**config.mk**
```make
export PLATFORM = sky130hd
export DESIGN_NAME = sb_config_ctrl
export DESIGN_NICKNAME = d
export VERILOG_FILES = /design/src/rtl/sb_config_ctrl.sv
export SDC_FILE = /design/constraint.sdc
export NUM_CORES = 1
export LEC_CHECK = 0
export CORE_MARGIN = 5
export CORE_UTILIZATION = 48
export CTS_CLUSTER_SIZE = 10
export DETAILED_ROUTE_END_ITERATION = 8
export GPL_TIMING_DRIVEN = 0
export PLACE_DENSITY_LB_ADDON = 0.1
export SYNTH_ARGS = -nofsm -noshare
export SYNTH_HDL_FRONTEND = slang
export SYNTH_SLANG_ARGS = --single-unit
```
**constraint.sdc**
```tcl
create_clock -name clk -period 2.8 [get_ports clk]
set_clock_uncertainty 0.15 [all_clocks]
set_input_delay 0.42 -clock clk [delete_from_list [all_inputs] [get_ports clk]]
set_output_delay 0.42 -clock clk [all_outputs]
set_load 0.05 [all_outputs]
```
**src/rtl/sb_config_ctrl.sv**
```systemverilog
// sb_config_ctrl: configuration front-end for one CGRA tile switch box.
// Decodes the global configuration bus, holds a shadow copy of the switch-box
// configuration word and drives the active word on a global commit strobe.
// All outputs are registered; reset is synchronous and active-high.
module sb_config_ctrl #(
  parameter logic [15:0] TILE_ID    = 16'h0001,
  parameter logic [7:0]  SB_FEATURE = 8'h00
) (
  input  logic        clk,
  input  logic        reset,
  input  logic [31:0] config_addr,
  input  logic [31:0] config_data,
  input  logic [3:0]  config_byte_en,
  input  logic        config_write,
  input  logic        config_read,
  input  logic        config_commit,
  output logic [31:0] config_sb,
  output logic [31:0] read_data,
  output logic        read_valid,
  output logic        commit_pending
);

  // Register indices within this feature's address window
  localparam logic [7:0] IDX_SHADOW = 8'd0;
  localparam logic [7:0] IDX_ACTIVE = 8'd1;
  localparam logic [7:0] IDX_STATUS = 8'd2;

  // Decoded bus fields
  logic        hit;
  logic [7:0]  reg_idx;
  logic        shadow_wr;
  logic        commit_fire;
  logic        read_fire;

  // State
  logic [31:0] shadow_reg;
  logic [31:0] shadow_next;
  logic [31:0] active_reg;
  logic        pending_reg;
  logic        pending_next;
  logic [7:0]  commit_count_reg;
  logic [31:0] read_data_reg;
  logic        read_valid_reg;
  logic [31:0] read_mux;

  assign hit     = (config_addr[15:0] == TILE_ID) && (config_addr[31:24] == SB_FEATURE);
  assign reg_idx = config_addr[23:16];

  // A shadow write counts only when at least one byte lane is enabled; writes
  // to any other index are silently dropped.
  assign shadow_wr   = hit && config_write && (reg_idx == IDX_SHADOW) && (config_byte_en != 4'b0000);
  // The commit strobe is broadcast to every tile, so it is not address-qualified.
  assign commit_fire = config_commit && pending_reg;
  assign read_fire   = hit && config_read;

  // Per-byte merge of new write data into the shadow word
  generate
    for (genvar gi = 0; gi < 4; gi++) begin : g_byte_lane
      assign shadow_next[8*gi +: 8] = (shadow_wr && config_byte_en[gi])
                                      ? config_data[8*gi +: 8]
                                      : shadow_reg[8*gi +: 8];
    end
  endgenerate

  // Pending: a same-cycle write wins over the commit's clear, because the
  // commit moved the pre-write shadow and the new data is still uncommitted.
  always_comb begin
    pending_next = pending_reg;
    if (commit_fire) begin
      pending_next = 1'b0;
    end
    if (shadow_wr) begin
      pending_next = 1'b1;
    end
  end

  // Readback mux samples pre-edge state, so same-cycle writes/commits are not seen
  always_comb begin
    read_mux = 32'h0000_0000;
    case (reg_idx)
      IDX_SHADOW: read_mux = shadow_reg;
      IDX_ACTIVE: read_mux = active_reg;
      IDX_STATUS: read_mux = {23'h000000, pending_reg, commit_count_reg};
      default:    read_mux = 32'h0000_0000;
    endcase
  end

  // Shadow, active, pending and commit counter update
  always_ff @(posedge clk) begin
    if (reset) begin
      shadow_reg       <= 32'h0000_0000;
      active_reg       <= 32'h0000_0000;
      pending_reg      <= 1'b0;
      commit_count_reg <= 8'h00;
    end else begin
      shadow_reg  <= shadow_next;
      pending_reg <= pending_next;
      if (commit_fire) begin
        // Active takes the pre-write shadow even when a write lands this cycle
        active_reg       <= shadow_reg;
        commit_count_reg <= commit_count_reg + 8'd1;
      end
    end
  end

  // Registered readback: valid pulses one cycle per hit read, data holds otherwise
  always_ff @(posedge clk) begin
    if (reset) begin
      read_data_reg  <= 32'h0000_0000;
      read_valid_reg <= 1'b0;
    end else begin
      read_valid_reg <= read_fire;
      if (read_fire) begin
        read_data_reg <= read_mux;
      end
    end
  end

  assign config_sb      = active_reg;
  assign read_data      = read_data_reg;
  assign read_valid     = read_valid_reg;
  assign commit_pending = pending_reg;

endmodule

```
# After elaboration in Yosys (flattened, before gate mapping)
# Cells that the tools add are included.
dict set report word_totals {
  regBits 106
  out_inout_bits 66
  word_cells 30
}
dict set report op_classes {
  add_sub_neg 1
  n_mux 3
  reduce_logical 14
  eq_ne 3
}
# op count
set op_table {}
lappend op_table {{one-hot mux 32 bit (3 select lines)} 1}
lappend op_table {{== test 16 x 1 -> 1 bit (second input constant)} 1}
lappend op_table {{zero test 8 bit} 2}
lappend op_table {{logical AND 1 bit} 10}
lappend op_table {{adder 8 x 1 -> 8 bit (second input constant)} 1}
lappend op_table {{== test 8 x 1 -> 1 bit (second input constant)} 1}
lappend op_table {{== test 8 x 2 -> 1 bit (second input constant)} 1}
lappend op_table {{nonzero test 4 bit} 1}
lappend op_table {{two-way mux 1 bit} 2}
lappend op_table {{nonzero test 2 bit} 1}

# Logic depth before layout (Yosys ltp)
dict set report depth {
  word_depth 6
  depth_mapped 6
  ltp_nobuf 4
}

# Worst setup path after synthesis
# OpenSTA, ideal clock, no wires.
dict set report synth_path {
  kind {input to register}
  from {input config_addr[19]}
  to {register shadow_reg[0]}
  path_slack_ps 296
  setup_ps 72
  stages 5
  arrival_ps 2282
  path_cell_list {or4_4 or4_1 buf_6 nor4_4 mux2i_1}
}
dict set report synth_between {
  elab_chain_len 4
}
# element line_no
set synth_lines {}
lappend synth_lines {{start, declared} 11} ;# input logic [31:0] config_addr,
lappend synth_lines {{zero test 8 bit} 51} ;# assign shadow_wr = hit && config_write && (reg_idx == IDX_SHADOW) && (config_byte_en != 4'b0000);
lappend synth_lines {{logical AND 1 bit (2 in series)} 51}
lappend synth_lines {{logical AND 1 bit} 59} ;# assign shadow_next[8*gi +: 8] = (shadow_wr && config_byte_en[gi])
lappend synth_lines {{end signal, assigned} 96} ;# shadow_reg <= shadow_next;
lappend synth_lines {{end, declared} 36} ;# logic [31:0] shadow_reg;
# No other way between the ends.
# A chain may end at the register's enable or synchronous reset.

# Worst setup path after layout
dict set report layout_path {
  from {input config_addr[19]}
  to {register shadow_reg[24]}
}
# Same word-level chain as after synthesis.

==> key figures <==
Worst setup path
  • Crit path buf inv count: 3
  • CP Cell Sequence: clkdlybuf4s50_1, or4_4, or4_1, buf_6, nor4_4, buf_4, mux2i_1
  • Crit end category: flip-flop
  • Worst EP arrival: 2790 ps
  • Worst-path fanout max: 5
  • FF-to-FF setup slack: 760 ps
  • Crit-path slowest cell: or4_4
  • Worst endpoint required time: 2950 ps
  • CP top delay family: simple AND/OR/NAND/NOR gates
  • Worst setup path class: in2reg
  • CP Launch Type: primary input
  • CP max stage delay: 550 ps

Pwr
  • NetSw: 0.0006177 W
  • Sw frac: 22.91%
  • Int Pwr: 0.002079 W
  • Comb pwr share: 7.8%
  • Pwr dens: 402.0 nW/um2
  • Register share of total power: 55.9%
  • Leakage power: 2.228 nW
  • Peak supply drop: 0.0002539 V
  • Clock power frac: 36.3%

CTS
  • CTS Hold Bufs: 0
  • Root Driver: clkbuf_8
  • Clk_lat worst skew: 370 ps
  • Clk sinks: 106
  • Clock slew at reported path FFs: 110 ps
  • H-tree lvl count: 3
  • Bufs on Longest Clock Path: 2
  • TritonCTS clock tree: done
  • CTS buffer count: 9

Yosys
  • Synth async-reset ratio: 0%
  • Post-synth EDFFs: 0
  • Share of the yosys chip area belonging to registers: 43.63%
  • Syn_nets: 601
  • Synth unique cells: 30
  • Yosys warnings: 0
  • Mapped Cells: 527
  • Synthesized area per cell: 9.228 um2
  • Most used DFF post-synth: dfxtp_1
  • Synth Cell Area: 4863 um2
  • FF+latch count, synth: 106

Route
  • Wirelength per Cell: 16.74 um
  • DR vias: 4168
  • Routed WL: 13.73 mm
  • Final ANT Viol Nets: 0
  • Drc violations: 0
  • Pre-Repair DR Iteration Count: 5
  • First DRT Iteration DRCs: 174
  • Via density: 5.083

Timing
  • Final min period: 2644 ps
  • Worst slew pin tran: 764.8 ps
  • Normalized max-slew margin: 48.62%
  • Setup violators final: 0
  • Max Clk Rate: 378.2 MHz
  • Fin. Hold Viols: 0
  • Hold slack: 324.6 ps
  • Final worst path period share: 94.42%
  • Setup TNS: 0 ps
  • Final slew viol count: 0
  • RSZ-0062 raised after global routing: no

Place
  • DP Wirelength: 10.24 mm
  • Placed Area: 6401 um2
  • Port Buffers: 137
  • GP Congestion: 0.9024

Final layout
  • Commonest non-fill, non-tap cells in the layout: clkdlybuf4s50_1, dfxtp_1, nand2_1, nand2b_1, mux2i_1
  • Share of cells above drive strength 1: 8.297%
  • Synthesis-to-finish area growth: 37.92%
  • # diodes: 0
  • FILL cells: 838
  • Area occupied by multi-input gates: 2596 um2
  • Most common cell after layout, fill and taps aside: clkdlybuf4s50_1
  • Post-route design area: 6708 um2
  • Register area: 2122 um2
  • Nets: 756

Die
  • I/O Pins: 139
  • Core region area: 9819 um2
  • Die H: 110.7 um
  • Die span in x: 110.7 um
  • Initial Util: 49.53%
  • Die area: 12250 um2
  • Placement row count: 36

GRT
  • Vias in the first global route: 4270
  • Initial antenna violation count: 0
  • GRT overflow: 0
  • GRT Total Usage: 22.01%
  • First-pass GRT wire length: 22.06 mm
  • Largest net degree at the start of global routing: 18

Hold path
  • Type of the worst min-delay path: reg2reg

Run status
  • Status: finished, final reports clean

Flow run
  • Maxcap violations: 0
[stage by stage]
step / std cells / util [%] / setup WS [ps] / total power [W]
floorplan: 527 / - / 296.2 / 0.001619
global placement: 797 / 65.19 / -554.0 / 0.001748
detailed placement: 797 / 65.19 / -636.2 / 0.001752
CTS: 818 / 68.09 / 12.78 / 0.002704
global route: 820 / 68.31 / 32.11 / 0.002777
finish: 820 / 68.31 / 156.2 / 0.002697
[Yosys cell counts, types with 2 or more instances]
library cell	count	area share, %
and3_1	2	0.26
xor2_1	6	1.1
nor4_1	8	1.0
nor2_1	7	0.54
mux2i_1	73	15
dfxtp_1	106	44
nand2_1	102	7.9
nand4_1	5	0.64
nor4_4	4	1.7
buf_1	4	0.31
mux2_2	23	5.3
buf_2	3	0.31
clkbuf_1	26	2.0
a21oi_1	34	3.5
inv_1	5	0.39
nand2b_1	97	12
o2bb2ai_1	9	1.6
[final timing paths]
check / from / to / depth (start not counted)
max: config_addr[19] / shadow_reg[24]$_SDFFE_PP0P_ / 7
min: shadow_reg[19]$_SDFFE_PP0P_ / config_sb[19]$_SDFFE_PP0P_ / 2
max reg2reg: commit_pending$_SDFFE_PP0P_ / config_sb[20]$_SDFFE_PP0P_ / 5
min reg2reg: shadow_reg[19]$_SDFFE_PP0P_ / config_sb[19]$_SDFFE_PP0P_ / 2
[final cells by class]
type / count / area share, %
plain buffers: 34 / 2.071
well taps: 133 / 2.481
repair buffers: 144 / 21.79
inverters: 5 / 0.2798
multi-input cells: 382 / 38.71
clock inverters: 5 / 0.9327
clock buffers: 11 / 2.108
flip-flops and latches: 106 / 31.64
[power groups by stage]
stage | clock network [W] | registers [W] | logic (W)
after floorplan | 0 | 0.00154 | 0.0000777
after global placement | 0 | 0.00154 | 0.000207
after detailed placement | 0 | 0.00154 | 0.000211
after CTS | 0.000986 | 0.00151 | 0.000212
after global routing | 0.00104 | 0.00151 | 0.000225
final | 0.000980 | 0.00151 | 0.000210
[worst reg2reg max path, stage by stage, from the launching register on]
cell,delay [ps]
dfxtp_1,440
and2_1,240
clkbuf_1,420
buf_1,470
nand2_1,110
a21oi_1,140
[metal layers]
layer	global-route usage (%)	up-vias	routed length (um)
met2	36.89	144	6454
met3	6.332	18	913
li1	-	2066	-
met1	27.87	1940	6190
met5	0	-	0
met4	5.501	0	166
[cell families (layout without fill, tap and decap cells)]
group	count (synthesis)	after routing	share of synthesized area [%]
DFF	106	106	43.63
AOI/OAI and AO/OA	43	43	5.120
xor gates and xnor gates	7	7	1.261
muxes	96	96	20.35
adders and majority gates	1	1	0.2572
and+or+nand+nor	235	235	26.14
buffers and inverters	39	199	3.241
[what timing repair did]
action                     4_1_cts  5_1_grt
resized for setup                1        1
buffers inserted                 5        2
setup endpoints to repair       62       28
gates cloned                     0        0
pin swaps                        4        1
(Power assumes the default switching activity.)
